**src/rtl/cpu_bus_serializer.sv**
```systemverilog
// cpu_bus_serializer: CPU parallel bus to narrow pin bus bridge.
// Requests go out as address, command and data beats, LSB beat first.
module cpu_bus_serializer #(
  parameter int ADDR_W     = 32,
  parameter int DATA_W     = 32,
  parameter int PIN_W      = 8,
  parameter int TURNAROUND = 1
) (
  input  logic              clk,
  input  logic              rst,
  input  logic              cpu_req,
  input  logic              cpu_we,
  input  logic [ADDR_W-1:0] cpu_addr,
  input  logic [DATA_W-1:0] cpu_wdata,
  output logic [DATA_W-1:0] cpu_rdata,
  output logic              cpu_ack,
  output logic              busy,
  output logic [PIN_W-1:0]  pin_out,
  output logic [PIN_W-1:0]  pin_oe,
  input  logic [PIN_W-1:0]  pin_in,
  output logic              pin_strobe,
  input  logic              pin_wait
);

  localparam int A   = (ADDR_W + PIN_W - 1) / PIN_W;
  localparam int D   = (DATA_W + PIN_W - 1) / PIN_W;
  localparam int MX0 = (A > D) ? A : D;
  localparam int MX  = (MX0 > TURNAROUND) ? MX0 : TURNAROUND;
  localparam int CW  = $clog2(MX + 1);

  typedef enum logic [2:0] {
    S_IDLE,
    S_ADDR,
    S_CMD,
    S_WDATA,
    S_TURN,
    S_RDATA,
    S_DONE
  } state_t;

  state_t               state;
  logic [CW-1:0]        cnt;
  logic [CW-1:0]        cnt_inc;
  logic                 we_q;
  logic [A*PIN_W-1:0]   addr_q;
  logic [D*PIN_W-1:0]   wdata_q;
  logic [D*PIN_W-1:0]   rbuf;
  logic [D*PIN_W-1:0]   rbuf_nxt;
  logic [PIN_W-1:0]     addr_beat_nxt;
  logic [PIN_W-1:0]     wdata_beat_nxt;
  logic [PIN_W-1:0]     wdata_beat_0;

  function automatic logic [PIN_W-1:0] addr_sel(
    input logic [A*PIN_W-1:0] v,
    input logic [CW-1:0]      idx
  );
    logic [PIN_W-1:0] r;
    r = '0;
    for (int i = 0; i < A; i++)
      if (int'(idx) == i) r = v[i*PIN_W +: PIN_W];
    return r;
  endfunction

  function automatic logic [PIN_W-1:0] data_sel(
    input logic [D*PIN_W-1:0] v,
    input logic [CW-1:0]      idx
  );
    logic [PIN_W-1:0] r;
    r = '0;
    for (int i = 0; i < D; i++)
      if (int'(idx) == i) r = v[i*PIN_W +: PIN_W];
    return r;
  endfunction

  assign busy = (state != S_IDLE);

  // Next beat selection and read-lane merge for the current counter.
  always_comb begin
    cnt_inc        = cnt + 1'b1;
    addr_beat_nxt  = addr_sel(addr_q, cnt_inc);
    wdata_beat_nxt = data_sel(wdata_q, cnt_inc);
    wdata_beat_0   = data_sel(wdata_q, '0);
    rbuf_nxt       = rbuf;
    for (int i = 0; i < D; i++)
      if (int'(cnt) == i) rbuf_nxt[i*PIN_W +: PIN_W] = pin_in;
  end

  // Transfer sequencer; every pin output is registered for its own beat.
  always_ff @(posedge clk) begin
    if (rst) begin
      state      <= S_IDLE;
      cnt        <= '0;
      we_q       <= 1'b0;
      addr_q     <= '0;
      wdata_q    <= '0;
      rbuf       <= '0;
      cpu_rdata  <= '0;
      cpu_ack    <= 1'b0;
      pin_out    <= '0;
      pin_oe     <= '0;
      pin_strobe <= 1'b0;
    end else begin
      cpu_ack <= 1'b0;
      unique case (state)
        S_IDLE: begin
          if (cpu_req) begin
            state      <= S_ADDR;
            cnt        <= '0;
            we_q       <= cpu_we;
            addr_q     <= (A*PIN_W)'(cpu_addr);
            wdata_q    <= (D*PIN_W)'(cpu_wdata);
            pin_out    <= PIN_W'(cpu_addr);
            pin_oe     <= '1;
            pin_strobe <= 1'b1;
          end else begin
            pin_out    <= '0;
            pin_oe     <= '0;
            pin_strobe <= 1'b0;
          end
        end
        S_ADDR: begin
          if (int'(cnt) == A - 1) begin
            state   <= S_CMD;
            cnt     <= '0;
            pin_out <= PIN_W'(we_q);
          end else begin
            cnt     <= cnt_inc;
            pin_out <= addr_beat_nxt;
          end
        end
        S_CMD: begin
          cnt <= '0;
          if (we_q) begin
            state   <= S_WDATA;
            pin_out <= wdata_beat_0;
          end else if (TURNAROUND > 0) begin
            state      <= S_TURN;
            pin_out    <= '0;
            pin_oe     <= '0;
            pin_strobe <= 1'b0;
          end else begin
            state   <= S_RDATA;
            pin_out <= '0;
            pin_oe  <= '0;
          end
        end
        S_WDATA: begin
          if (!pin_wait) begin
            if (int'(cnt) == D - 1) begin
              state      <= S_DONE;
              cnt        <= '0;
              cpu_ack    <= 1'b1;
              pin_out    <= '0;
              pin_oe     <= '0;
              pin_strobe <= 1'b0;
            end else begin
              cnt     <= cnt_inc;
              pin_out <= wdata_beat_nxt;
            end
          end
        end
        S_TURN: begin
          if (int'(cnt) == TURNAROUND - 1) begin
            state      <= S_RDATA;
            cnt        <= '0;
            pin_strobe <= 1'b1;
          end else begin
            cnt <= cnt_inc;
          end
        end
        S_RDATA: begin
          if (!pin_wait) begin
            rbuf <= rbuf_nxt;
            if (int'(cnt) == D - 1) begin
              state      <= S_DONE;
              cnt        <= '0;
              cpu_ack    <= 1'b1;
              cpu_rdata  <= rbuf_nxt[DATA_W-1:0];
              pin_strobe <= 1'b0;
            end else begin
              cnt <= cnt_inc;
            end
          end
        end
        S_DONE: begin
          state      <= S_IDLE;
          cnt        <= '0;
          pin_out    <= '0;
          pin_oe     <= '0;
          pin_strobe <= 1'b0;
        end
        default: begin
          state <= S_IDLE;
          cnt   <= '0;
        end
      endcase
    end
  end

endmodule

```
**config.mk**
```make
export PLATFORM = sky130hd
export DESIGN_NAME = cpu_bus_serializer
export DESIGN_NICKNAME = d
export VERILOG_FILES = /design/src/rtl/cpu_bus_serializer.sv
export SDC_FILE = /design/constraint.sdc
export NUM_CORES = 1
export LEC_CHECK = 0
export CAP_MARGIN = 30
export CELL_PAD_IN_SITES_DETAIL_PLACEMENT = 0
export CELL_PAD_IN_SITES_GLOBAL_PLACEMENT = 1
export CORE_ASPECT_RATIO = 1.2
export CORE_MARGIN = 1.5
export CORE_UTILIZATION = 38
export CTS_BUF_LIST = sky130_fd_sc_hd__clkbuf_2
export DETAILED_ROUTE_END_ITERATION = 8
export PLACE_DENSITY = 0.92
export SLEW_MARGIN = 20
export SYNTH_ARGS = -nofsm -noshare
export SYNTH_HDL_FRONTEND = slang
export SYNTH_SLANG_ARGS = --single-unit
export TNS_END_PERCENT = 1
```
**constraint.sdc**
```tcl
create_clock -name clk -period 2.4 [get_ports clk]
set_clock_uncertainty 0.1 [all_clocks]
set_input_delay 0.24 -clock clk [delete_from_list [all_inputs] [get_ports clk]]
set_output_delay 0.24 -clock clk [all_outputs]
set_load 0.01 [all_outputs]
```
==> metrics, run 1 <==
run status=finished clean; critical path class=reg2out; Die W=120 um; Mapped Cells=823; post-synthesis sequential area ratio=44.4%; HP Class=in2reg; via/cell ratio=~5.2; dpl hpwl=approximately 12,000 um; Post-Layout Cell Count=1,220; WP data required=2060 ps; DRC=0; commonest non-fill, non-tap cell in the layout=nand2_1; Sequential cell area=2770 um^2; total track usage=21.6%; Worst Reg-to-Reg Cells=7; Iter 0 DRT Violations=443; end-of-flow core utilization=about 54%; CP delay by family, top=buffers and inverters; first-pass GRT wire length=29,000 um; Via Count=6,300; initial antenna violation count=0; multi-input logic area=3090 um^2; cell depth of the worst setup path=3; slowest stage delay, CP=480 ps; final net count=1,079; layout cells sized above 1=7.15%; Synth Area per Inst=approximately 7.6 um^2; buffer and inverter count on the worst path=1; Core ar.=16,100 um^2; placed insts=1,110; Slew Limit Fails=0; Max Cap Viol=0; Slew headroom=56.1%; Tmin final=2250 ps; largest net degree at the start of global routing=132; f_max=between 400 and 500 MHz; Rows=51; H-Tree Depth=4; Yosys reg bits=138; vias in the first global route=between 6,000 and 7,000; internal power=4230 uW; worst-path maximum fanout=12; CTS tree=built; Ys Warns=0; Clk pin slew, worst setup/hold paths=200 ps; GRT Residual Overflow=0; final wirelength=between 15,000 and 20,000 um; Async S/R FF share, synth=0%; Synth top area share=44.4%; count of cell types in the netlist=49; Filler cells=~1,600; Num CTS Buffers=17; mapped cell area=6220 um^2; root buf cell=clkbuf_2; hold path cells=3; worst skew pair latency=740 ps; crit path capture type=output pin; IO Count=128; Sw Pwr=2340 uW; Clock power frac=a little over a fifth; Peak supply drop=418 uV; die area=17,200 um^2; switching portion of total power=35.6%; setup TNS after final layout=0 ps; critical-path cell list=nor2_4 > nand2_1 > clkdlybuf4s50_1; leakage=roughly 0.0033 uW; Comb power frac=35.0%; sequential fraction of design power=around 43%; clk sink count=138; Crit-path slowest cell=clkdlybuf4s50_1; commonest non-fill, non-tap cells in the layout=225 x nand2_1, 135 x dfxtp_1, 126 x clkdlybuf4s50_1; Power Dens Cells=between 700 and 800 nW/um^2; final period utilization=93.9%; post-CTS setup buffers=0; Syn Nets=907; Synth area leader=dfxtp_1; routability-driven placement congestion ratio=0.836; Port Buffers=127; nature of the critical path startpoint=flop; Die H=approximately 140 um; drt wl/cell=~15 um; RSZ-0062 raised after global routing=no; Layout area overhead=40.2%; Tightest Pin Transition=654 ps; Critical Path AT=approximately 1900 ps; # setup viols final=0; Initial Util=38.5%; final count of hold timing violations=0; top post-synthesis cells by area=dfxtp_1 44%, nand2_1 14%, a21oi_1 8.6%; deepest clock path buffer count=2; EDFF count, synth=0; drt pass-1 iters=5; Most used DFF post-synth=dfxtp_1; Routed Antenna Nets=0
-- kinds of logic (layout without fill, tap and decap cells) --
logic type / count (synthesis) / in the layout / synth area share, %
AOI/OAI and AO/OA: 218 / 218 / 21.8
adders and majority gates: 7 / 7 / 1.41
and+or+nand+nor: 369 / 369 / 25.3
xor gates and xnor gates: 1 / 1 / 0.141
muxes: 3 / 3 / 0.523
other: 0 / 1 / 0
DFF: 138 / 138 / 44.4
buffers and inverters: 87 / 271 / 6.38
-- state kept, by name (all words and copies together) (netlist names) --
name,count
addr_q,32
cpu_rdata,32
wdata_q,32
rbuf,24
pin_out,8
cnt,3
state,3
cpu_ack,1
pin_oe,1
pin_strobe,1
we_q,1
-- synth_stat cells, drive strengths merged (13+ instances only) --
| cell type | count |
|---|---|
| nand2 | 225 |
| dfxtp | 138 |
| a21oi | 107 |
| nor2 | 56 |
| buf | 40 |
| clkbuf | 38 |
| and3 | 27 |
| nor3 | 27 |
| o21ai | 27 |
| a211oi | 25 |
| a22o | 14 |
| nand3 | 13 |
-- power groups by stage --
stage	Clock [uW]	Sequential (uW)	Combinational (uW)
5_1_grt	1540	2880	2520
3_3_place_gp	0	2880	2130
3_5_place_dp	0	2880	2140
6_report	1420	2850	2300
4_1_cts	1440	2840	2290
2_1_floorplan	0	2810	1390
-- per-stage QoR --
stage / area [um^2] / hold WS [ps] / setup slack, ps / total power, uW
2_1_floorplan: 6220 / 276 / 280 / 4200
3_3_place_gp: 7680 / 343 / 281 / 5000
3_5_place_dp: 7680 / 347 / 214 / 5020
4_1_cts: 8710 / 28.5 / 29.3 / 6570
5_1_grt: 8720 / 32.7 / 11.1 / 6930
6_report: 8720 / 76.7 / 147 / 6570
-- worst register-to-register path: cells and delay by family (launching register included) --
| kind | cells | cell delay (ps) |
|---|---|---|
| buffers and inverters | 4 | 1200 |
| DFF | 1 | 430 |
| and+or+nand+nor | 2 | 290 |
| AOI/OAI and AO/OA | 1 | 170 |
-- metal layers --
metal	track usage (%)	up-vias	part of all wire, %
li1	-	3163	-
met1	24.2	2913	42
met2	39.1	177	50
met3	4.43	47	4.0
met4	9.90	0	3.3
met5	0	-	0
-- worst paths after layout --
path                                              endpoint  slack [ps]                  startpoint
worst min register to register  cpu_rdata[26]$_SDFFE_PP0P_         370  cpu_rdata[26]$_SDFFE_PP0P_
worst max register to register     addr_q[11]$_SDFFE_PP0P_         200       state[1]$_SDFFE_PP0P_
worst max-delay path                                  busy         150       state[2]$_SDFFE_PP0P_
worst min-delay path            cpu_rdata[25]$_SDFFE_PP0P_          80                   pin_in[1]
-- area by class of cell --
| type | instances | share of cell area [%] |
|---|---|---|
| clock inverters | 14 | 1.79 |
| flip-flops and latches | 138 | 31.8 |
| well taps | 212 | 3.04 |
| clock buffers | 17 | 0.975 |
| repair buffers | 231 | 26.6 |
| inverters | 9 | 0.402 |
| multi-input cells | 598 | 35.4 |
| diodes | 1 | 0.0287 |
-- repair_timing --
item / CTS / global route
cloned: 0 / 0
endpoints found under the setup margin: 1 / 1
endpoints found under the hold margin: 84 / 0
resized for setup: 6 / 2
hold buffers: 78 / 0
Power figures use the tool's default switching activity.
==> run 2: changes to the inputs <==
==> constraint.sdc (replaced) <==
create_clock -name clk -period 2.2 [get_ports clk]
set_clock_uncertainty 0.1 [all_clocks]
set_input_delay 0.22 -clock clk [delete_from_list [all_inputs] [get_ports clk]]
set_output_delay 0.22 -clock clk [all_outputs]
set_load 0.01 [all_outputs]
==> run 2 against run 1 <==
  * Core utilization fell by 0.74 points
  * Sequential share of layout area rose by 0.49 points
  * Global-route usage rose by 0.21 points
  * Setup slack got worse by 28 ps
  * Sequential cell count did not move
  * Final area fell by 1.4%
  * First-iteration DRC count fell by 0.90%
  * Largest power group unchanged
==> metrics, run 2 (synthesis gave the netlist of run 1 again) <==
Hold Path End=cpu_rdata[25]$_SDFFE_PP0P_; DRC=0; final period utilization=a little over nine tenths; Tot Pwr=6820 uW; layout cells sized above 1=around 7.9%; total track usage=21.8%; Critical Path AT=about 2600 ps; Tmin final=2080 ps; # setup viols final=0; f_max=481 MHz; Rows=51; leakage=0.00324 uW; Max Cap Viol=0; clk sink count=138; drt pass-1 iters=5; via/cell ratio=roughly 5.2; dpl hpwl=12,400 um; critical-path cell list=inv_1 > ha_1 > nor2b_1 > o32ai_2 > a211o_1 > a2111o_1 > a21oi_1; final count of hold timing violations=0; Slew headroom=54.5%; Die W=roughly 120 um; final net count=1,077; vias in the first global route=5,882; setup ws final=119 ps; R2R Path Start=cnt[0]$_SDFFE_PP0P_; RSZ-0062 raised after global routing=yes; Crit-path slowest cell=a2111o_1; commonest non-fill, non-tap cells in the layout=225 x nand2_1, 134 x dfxtp_1, 125 x clkdlybuf4s50_1; WP data required=between 2000 and 3000 ps; flop-to-flop setup slack=120 ps; buffer and inverter count on the worst path=1; root buf cell=clkbuf_2; Place WS=19.2 ps; Power Dens Cells=792 nW/um^2; deepest clock path buffer count=2; Peak supply drop=492 uV; first-pass GRT wire length=29,300 um; drt wl/cell=15.0 um; Die H=around 140 um; final wirelength=18,200 um; Layout area overhead=38.3%; Iter 0 DRT Violations=439; initial antenna violation count=0; Slew Limit Fails=0; Num CTS Buffers=17; Routed Antenna Nets=0; Worst Reg-to-Reg Cells=7; GRT Residual Overflow=0; end-of-flow core utilization=53.3%; hold path cells=3; worst skew pair latency=690 ps; H-Tree Depth=4; Port Buffers=roughly 130; worst-path maximum fanout=5; nature of the critical path startpoint=flop; IO Count=128; CP delay by family, top=compound AO/OA/AOI/OAI gates; run status=finished clean; Core ar.=16,100 um^2; Initial Util=38.5%; worst r2r dst=state[2]$_SDFFE_PP0P_; slowest stage delay, CP=390 ps; setup TNS after final layout=0 ps; HP Start=pin_in[1]; commonest non-fill, non-tap cell in the layout=nand2_1; Tightest Pin Transition=682 ps; Clk pin slew, worst setup/hold paths=~170 ps; ANT cells=0; HP Class=in2reg; critical path class=reg2reg; CTS tree=built; largest net degree at the start of global routing=91; die area=between 15,000 and 20,000 um^2; biggest regs=addr_q x32, cpu_rdata x32, wdata_q x32; Via Count=6,313; crit path capture type=flop; routability-driven placement congestion ratio=0.882
run 2: worst max path at each step:
| stage | startpoint | endpoint | depth (start not counted) |
|---|---|---|---|
| 2_1_floorplan | cnt[0]$_SDFFE_PP0P_ | pin_out[0]$_SDFFE_PP0P_ | 7 |
| 3_3_place_gp | pin_wait | pin_out[0]$_SDFFE_PP0P_ | 5 |
| 3_5_place_dp | cnt[1]$_SDFFE_PP0P_ | cpu_rdata[25]$_SDFFE_PP0P_ | 6 |
| 4_1_cts | pin_oe[6]$_SDFFE_PP0P_ | pin_oe[0] | 1 |
| 5_1_grt | cnt[0]$_SDFFE_PP0P_ | state[2]$_SDFFE_PP0P_ | 7 |
| 6_report | cnt[0]$_SDFFE_PP0P_ | state[2]$_SDFFE_PP0P_ | 7 |
run 2: metal layers:
layer	routed length [um]	up-vias	track usage (%)
li1	-	3158	-
met1	7640	2939	25.5
met2	9190	169	38.1
met3	783	47	4.59
met4	614	0	9.96
met5	0	-	0
run 2: layout make-up:
class	instances	area [um^2]
tap	212	265
clock inverter	6	55.1
sequential	138	2780
clock buffer	20	100
multi-input combinational	598	3110
timing repair buffer	229	2260
fill	1555	7540
inverter	9	38.8
run 2: where the power goes:
part | switching, uW | leakage (uW) | internal (uW) | total (uW)
registers | 248 | 0.00113 | 2840 | 3090
logic | 1380 | 0.00201 | 1140 | 2520
clock network | 836 | 0.000108 | 373 | 1210
total | 2460 | 0.00324 | 4350 | 6820
run 2: repair_timing:
action,CTS,global route
cloned,0,0
gates resized for setup,12,3
endpoints found under the setup margin,2,10
pin swaps,0,0
hold buffers,65,1
buffers inserted,3,0
endpoints found under the hold margin,72,1
run 2: metrics by stage:
| stage | std cells | hold WS (ps) | instance area, um^2 |
|---|---|---|---|
| 2_1_floorplan | 823 | 256 | 6220 |
| 3_3_place_gp | 1117 | 344 | 7720 |
| 3_5_place_dp | 1117 | 348 | 7720 |
| 4_1_cts | 1211 | 11.1 | 8570 |
| 5_1_grt | 1212 | 52.8 | 8600 |
| 6_report | 1212 | 127 | 8600 |
run 2: worst reg2reg max path, stage by stage, from the launching register on:
cell      delay (ps)
dfxtp_1          370
inv_1            120
ha_1             270
nor2b_1          230
o32ai_2          130
a211o_1          290
a2111o_1         390
a21oi_1          130
